<file path="src/rtl/riscv_bus.sv">
// riscv_bus: arbitrates one word-addressed memory port between instruction
// fetch and data load/store. Sub-word stores use read-modify-write.
//
// Handshake: a memory strobe (memory_read / memory_write) is raised with its
// address and data, and all of them stay stable until the matching ready input
// is sampled high on a rising clock edge; that edge is the transfer. Read data
// (memory_in, tagged by memory_address_requested) is valid in the cycle that
// follows the accepted read.
module riscv_bus (
  input  logic        clock,
  input  logic        reset,
  output logic [31:0] memory_read_address,
  output logic [31:0] memory_write_address,
  output logic        memory_read,
  output logic        memory_write,
  output logic [31:0] memory_out,
  input  logic [31:0] memory_in,
  input  logic        memory_read_ready,
  input  logic        memory_write_ready,
  input  logic [31:0] memory_address_requested,
  input  logic [31:0] instruction_address,
  output logic [31:0] instruction_value,
  output logic        instruction_ready,
  input  logic [31:0] data_address,
  input  logic [1:0]  data_width,
  input  logic        data_read,
  input  logic        data_write,
  input  logic [31:0] data_in,
  output logic [31:0] data_out,
  output logic        data_ready,
  output logic [2:0]  debug_state
);

  typedef enum logic [2:0] {
    IDLE       = 3'd0,
    FETCH_WAIT = 3'd1,
    LOAD_WAIT  = 3'd2,
    RMW_WAIT   = 3'd3,
    WRITE      = 3'd4,
    DONE       = 3'd5
  } state_t;

  state_t      state;
  state_t      next_state;
  logic [31:0] fetch_address;   // instruction_address captured when the fetch was issued
  logic [31:0] merged_word;     // read-modify-write result held for the WRITE state
  logic        write_ack;       // the transition into DONE came from an accepted write

  logic [31:0] data_word_address;
  logic [31:0] fetch_word_address;
  logic [4:0]  byte_shift;
  logic [31:0] width_mask;
  logic [31:0] lane_mask;
  logic [31:0] load_value;
  logic [31:0] merged_value;
  logic        is_word;
  logic        fetch_issue;
  logic        write_accept;

  // Address alignment and byte-lane helpers; lanes shifted past bit 31 fall off,
  // which confines sub-word accesses to the addressed word.
  always_comb begin
    data_word_address  = {data_address[31:2], 2'b00};
    fetch_word_address = {instruction_address[31:2], 2'b00};
    byte_shift         = {data_address[1:0], 3'b000};
    is_word            = data_width[1];
    case (data_width)
      2'd0:    width_mask = 32'h0000_00ff;
      2'd1:    width_mask = 32'h0000_ffff;
      default: width_mask = 32'hffff_ffff;
    endcase
    lane_mask    = width_mask << byte_shift;
    load_value   = (memory_in >> byte_shift) & width_mask;
    merged_value = (memory_in & ~lane_mask) | ((data_in << byte_shift) & lane_mask);
  end

  assign fetch_issue  = (state == IDLE) && !data_read && !data_write;
  assign write_accept = memory_write && memory_write_ready;
  assign debug_state  = state;

  // State register plus the few datapath registers that outlive one cycle.
  always_ff @(posedge clock) begin
    if (reset) begin
      state         <= IDLE;
      fetch_address <= 32'h0;
      merged_word   <= 32'h0;
      write_ack     <= 1'b0;
    end else begin
      state     <= next_state;
      write_ack <= write_accept;
      if (fetch_issue) begin
        fetch_address <= instruction_address;
      end
      if (state == RMW_WAIT) begin
        merged_word <= merged_value;
      end
    end
  end

  // Next-state: data requests win in IDLE, writes win over reads.
  always_comb begin
    next_state = state;
    case (state)
      IDLE: begin
        if (data_write) begin
          if (is_word) begin
            if (memory_write_ready) next_state = DONE;
          end else begin
            if (memory_read_ready) next_state = RMW_WAIT;
          end
        end else if (data_read) begin
          if (memory_read_ready) next_state = LOAD_WAIT;
        end else begin
          if (memory_read_ready) next_state = FETCH_WAIT;
        end
      end
      FETCH_WAIT: next_state = IDLE;
      LOAD_WAIT:  next_state = DONE;
      RMW_WAIT:   next_state = WRITE;
      WRITE:      if (memory_write_ready) next_state = DONE;
      DONE:       next_state = IDLE;
      default:    next_state = IDLE;
    endcase
  end

  // Outputs: everything is forced low while reset is high so an aborted
  // transaction cannot leak a strobe.
  always_comb begin
    memory_read_address  = 32'h0;
    memory_write_address = 32'h0;
    memory_read          = 1'b0;
    memory_write         = 1'b0;
    memory_out           = 32'h0;
    instruction_value    = 32'h0;
    instruction_ready    = 1'b0;
    data_out             = 32'h0;
    data_ready           = 1'b0;
    if (!reset) begin
      case (state)
        IDLE: begin
          if (data_write) begin
            if (is_word) begin
              memory_write         = 1'b1;
              memory_write_address = data_word_address;
              memory_out           = data_in;
            end else begin
              memory_read          = 1'b1;
              memory_read_address  = data_word_address;
            end
          end else if (data_read) begin
            memory_read         = 1'b1;
            memory_read_address = data_word_address;
          end else begin
            memory_read         = 1'b1;
            memory_read_address = fetch_word_address;
          end
        end
        FETCH_WAIT: begin
          instruction_value = memory_in;
          // Only report the word if it is the one we asked for and the core
          // still wants it; otherwise IDLE refetches.
          instruction_ready = (memory_address_requested == {fetch_address[31:2], 2'b00}) &&
                              (instruction_address == fetch_address);
        end
        LOAD_WAIT: begin
          data_out   = load_value;
          data_ready = 1'b1;
        end
        WRITE: begin
          memory_write         = 1'b1;
          memory_write_address = data_word_address;
          memory_out           = merged_word;
        end
        DONE: begin
          // Stores complete here; loads already signalled in LOAD_WAIT.
          data_ready = write_ack;
        end
        default: begin
          memory_read = 1'b0;
        end
      endcase
    end
  end

endmodule

</file>
<file path="config.mk">
export PLATFORM = sky130hd
export DESIGN_NAME = riscv_bus
export DESIGN_NICKNAME = d
export VERILOG_FILES = /design/src/rtl/riscv_bus.sv
export SDC_FILE = /design/constraint.sdc
export NUM_CORES = 1
export LEC_CHECK = 0
export CORE_MARGIN = 1
export CORE_UTILIZATION = 30
export DETAILED_ROUTE_END_ITERATION = 16
export PLACE_DENSITY = 0.66
export RECOVER_POWER = 50
export SLEW_MARGIN = 10
export SYNTH_ARGS = -nofsm -noshare
export SYNTH_HDL_FRONTEND = slang
export SYNTH_SLANG_ARGS = --single-unit
</file>
<file path="constraint.sdc">
create_clock -name clock -period 2.8 [get_ports clock]
set_input_delay 0.7 -clock clock [delete_from_list [all_inputs] [get_ports clock]]
set_output_delay 0.7 -clock clock [all_outputs]
set_load 0.01 [all_outputs]
</file>
Word-level counts from Yosys, hierarchy flattened
Cells that the tools add are included.
Word-level totals
  flip-flop bits (word level): 68
  latch bits: 0
  bits in writable memories: 0
  ROM bits: 0
  bits of input ports: 168
  output and inout bits: 167
  logic and storage cells: 69
  memories: 0
Operators by class
  $add $sub $neg: 0
  $mul: 0
  div/mod/pow operators: 0
  order comparisons: 0
  equality and inequality tests: 10
  shifts and indexed selects: 3
  mux-type cells: 38
  bitwise gates (word level): 5
  reductions and logical operators: 9
Operators with widths (count)
  $mux 32: 15
  $pmux 32 s2: 3
  $and 32x32->32: 3
  $eq 32x32->1: 2
  $shl 32x5->32: 2
  $not 32->32: 1
  $or 32x32->32: 1
  $shr 32x5->32: 1
  $mux 3: 7
  $pmux 3 s4: 1
  $mux 1: 10
  $eq 3x2->1 const B: 2
  $eq 3x3->1 const B: 2
  $ne 3x3->1 const B: 2
  $logic_and 1x1->1: 4
  $pmux 1 s2: 2
  $eq 3x1->1 const B: 1
  $logic_not 3->1: 1
  $eq 2x1->1 const B: 1
  $logic_not 1->1: 2
  $logic_not 2->1: 1
  $reduce_and 2->1: 1

Logic depth before layout (Yosys ltp)
  depth after elaboration: 6
  depth in mapped cells: 8
  gate-level depth less buffers: 5

Worst setup path before layout
OpenSTA, ideal clock, no wires.
  kind: input to output
  start: input port data_address[0]
  end: output port data_out[4]
  arrival time: 2.124 ns
  data required time: 2.100 ns
  path slack: -0.024 ns
  cell stages on the path: 6
  path buffers: 4
  cell sequence: clkbuf_1 > buf_2 > buf_1 > clkbuf_1 > a211oi_1 > a211oi_1
On the way
  word-level cells in the longest chain between the ends: 4
RTL lines
  from (decl): RTL line 24  | input logic [31:0] data_address,
  $shr 32x5->32: RTL line 73  | load_value = (memory_in >> byte_shift) & width_mask;
  $and 32x32->32: RTL line 73
  $mux 32: RTL line 139  | case (state)
  $mux 32: RTL line 138  | if (!reset) begin
  to (decl): RTL line 29  | output logic [31:0] data_out,
No other way between the ends.

Worst setup path after layout
  start: register state[0], in the netlist debug_state[0]
  end: output port data_out[31]
On the way
  word-level cells in the longest chain between the ends: 3
RTL lines
  from (decl): RTL line 43  | state_t state;
  from (signal assigned): RTL line 89  | state <= next_state;
  $eq 3x2->1: RTL line 139
  $mux 32: RTL line 139
  $mux 32: RTL line 138
No other way between the ends.

==> impl_metrics.tcl <==
set metrics [dict create \
    status "complete, but fails checks" \
    violations "setup timing" \
    clockBufferDepth 2 \
    crit_chain "or3b_4, or2_1, or3b_4, buf_8, nor2_8, and2_1, buf_2" \
    dieArea_um2 19450 \
    antenna_found_initial 2 \
    stdcell_area_um2 10750 \
    synth.distinct_cells 44 \
    die_y_um 139.5 \
    fin_ws_ns -0.1266 \
    io_buffers 330 \
    io_pins 335 \
    cts_tree "built" \
    p_seq_frac 0.282 \
    rsz0062_at_grt "true" \
    initial_core_util 0.3103 \
    grt_pass1_wl_um 44060 \
    first_pass_iters 7 \
    fmax_mhz 341.7 \
    startpoint_type "flip-flop" \
    p_per_area_nw_per_um2 346.2 \
    hold_slack_ns 0.4584 \
    yosys-top-cells-area "dfxtp_1 24%, a22oi_1 8.2%, and2_1 8.1%, nor2_1 7.7%, mux2i_1 7.2%" \
    hold_path_class "reg -> reg" \
    dieWidth_um 139.5 \
    nFillCells 1741 \
    fin_tns_setup_ns -3.405 \
    num_rows 49 \
    synth-seq-cells 68 \
    fin_util 0.5884 \
    hpwl_um 22340 \
    htreeDepth 3 \
    drt_iter0_drc 700 \
    synth-seq-area-share 0.2401 \
    required_ns 2.10 \
    synthesis.area_um2 5669 \
    hold_violations 0 \
    setup_viol 55 \
    power.leakage_nw 4.968 \
    final_cells 1494 \
    ant_nets 0 \
    critPathMostFrequentCell "or3b_4" \
    worst_slew_pin_slew_ns 1.103 \
    switching_power_mw 1.196 \
    cts_made_buffers 9 \
    cts_root_buf "clkbuf_16" \
    wl_per_cell_um 20.01 \
    via_per_inst 5.199 \
    internal_power_mw 2.526 \
    yosys.area.top_type "dfxtp_1" \
    end_kind "output pin" \
    cts.sink_count 68 \
    clock_skew_ns 0.006252 \
    place_area_um2 10230 \
    yosysWarnings 0 \
    switching_share 0.3213 \
    overflow 0 \
    via_count 7768 \
    cp_max_fo 8 \
    place_inst 1456 \
    synth_edf_count 0 \
    grt_max_degree 49 \
    drc 0 \
    maxSlewHeadroom 0.2617 \
    nets 1428 \
    crit_slowest_cell "or3b_4" \
    p_clk_frac 0.326 \
    drive_gt1_frac 0.2682 \
    crit_type "reg -> out" \
    clk_latency_ns 0.34 \
    gp_congestion 0.9594 \
    drv_slew 0 \
    synth_ff_type "dfxtp_1" \
    syn_area_per_cell_um2 6.939 \
    area_growth_pct 89.63 \
    fp.coreArea_um2 18270 \
    comb_power_share 0.392 \
    grt_pass1_vias 7169 \
    rr_worst_depth 6 \
    peakVddDrop_v 0.0003166 \
    period_share 1.045 \
    drt-total-wl_um 29900 \
    synth_cells 817 \
    min_period_ns 2.927 \
    synthArstFlopShare 0 \
    ctsHoldBuffers 0 \
    arrival_ns 2.23 \
    cpPeakStageDelay_ns 0.40 \
    path_clk_slew_ns 0.06 \
    track_usage 0.2969 \
    maxCapViolCount 0 \
    whs_path_depth 2 \
    yosys.area.top_type_share 0.2401 \
]
-- synth_stat cells, drive strengths merged, types with 7 or more instances --
cell type  number
nor2          118
nand2         107
and2           74
a21oi          71
dfxtp          68
a22oi          62
clkbuf         61
mux2i          41
a211oi         33
xnor2          29
o211ai         24
nor2b          18
buf            16
nor3           10
xor2           10
o21ai           9
a311oi          8
nand4           8
nand3           7
-- power by group through the flow --
stage	Clock, mW	Sequential (mW)	Combinational [mW]
after floorplan	0	1.06	0.555
after global placement	0	1.06	1.41
after detailed placement	0	1.06	1.42
after CTS	1.23	1.04	1.44
after global routing	1.27	1.05	1.55
final	1.21	1.05	1.46
-- flip-flops by register name (all words and copies together) (netlist names) --
name and count:
write_ack 1, merged_word 32, fetch_address 32, debug_state 3
-- through the flow --
stage	power, mW	worst slack, ns
after global placement	2.477	-0.7271
after detailed placement	2.481	-0.7740
after CTS	3.711	-0.2410
after global routing	3.876	-0.2149
after floorplan	1.614	0.03394
final	3.722	-0.1266
-- cells in the final DEF, fill, tap and decap left out, drive strengths merged, types with 2 or more instances in the layout --
master,count
a22oi,62
clkdlybuf4s15,33
nor2b,18
or2,2
xnor2,29
a2111oi,2
or3,5
nand2,107
xor2,10
a311oi,8
dlymetal6s2s,46
o21bai,2
and3,4
nor3b,3
a21oi,71
clkinv,2
o21ai,9
a221oi,3
nand3,7
a211oi,33
o211ai,24
nor4,4
or3b,2
nor3,10
dlygate4sd2,43
nor2,118
conb,4
mux2i,41
and2,74
inv,5
dfxtp,68
nand4,8
o22ai,4
bufinv,2
buf,213
clkbuf,60
dlygate4sd3,2
clkdlybuf4s50,117
-- repair_timing --
action	4_1_cts	5_1_grt
endpoints found under the setup margin	159	114
gates cloned	5	0
gates resized for setup	404	157
setup buffers	12	6
pin swaps	16	35
-- worst max-delay path, delay by kind of cell (launching register included) --
family,cells,cell delay [ns]
simple gates,5,1.28
flops,1,0.33
buf+inv,2,0.28
-- worst paths after layout --
check             slack (ns)                    startpoint                            to
setup / recovery       -0.13   debug_state[0]$_SDFFE_PP0P_                  data_out[31]
hold reg to reg         0.46  merged_word[19]$_SDFFE_PP0N_  merged_word[19]$_SDFFE_PP0N_
hold / removal          0.46  merged_word[19]$_SDFFE_PP0N_  merged_word[19]$_SDFFE_PP0N_
setup reg to reg        0.63   debug_state[0]$_SDFFE_PP0P_  merged_word[13]$_SDFFE_PP0N_
-- final cells by class --
type                       instances  area [um^2]  area share
timing repair buffer             506         4508      0.4193
multi-input combinational        670         4265      0.3968
sequential                        68         1363      0.1267
tap                              229        286.5     0.02665
clock buffer                      10        229.0     0.02130
clock inverter                     5        77.57    0.007216
inverter                           5        18.77    0.001746
antenna                            1        2.502   0.0002328
-- metal layers --
layer | global-route usage | vias up | share of wire
li1 | - | 3752 | -
met1 | 0.4110 | 3618 | 0.43
met2 | 0.4673 | 341 | 0.46
met3 | 0.04783 | 55 | 0.079
met4 | 0.09649 | 2 | 0.026
met5 | 0 | - | 0.00037
-- logic make-up after synthesis --
group | share of synthesized area
buffers and inverters | 0.06113
other | 0.0006615
flip-flops | 0.2401
multiplexers | 0.07239
XOR/XNOR | 0.06025
AND/OR/NAND/NOR | 0.3057
AO/OA/AOI/OAI | 0.2598
(Power assumes the default switching activity.)
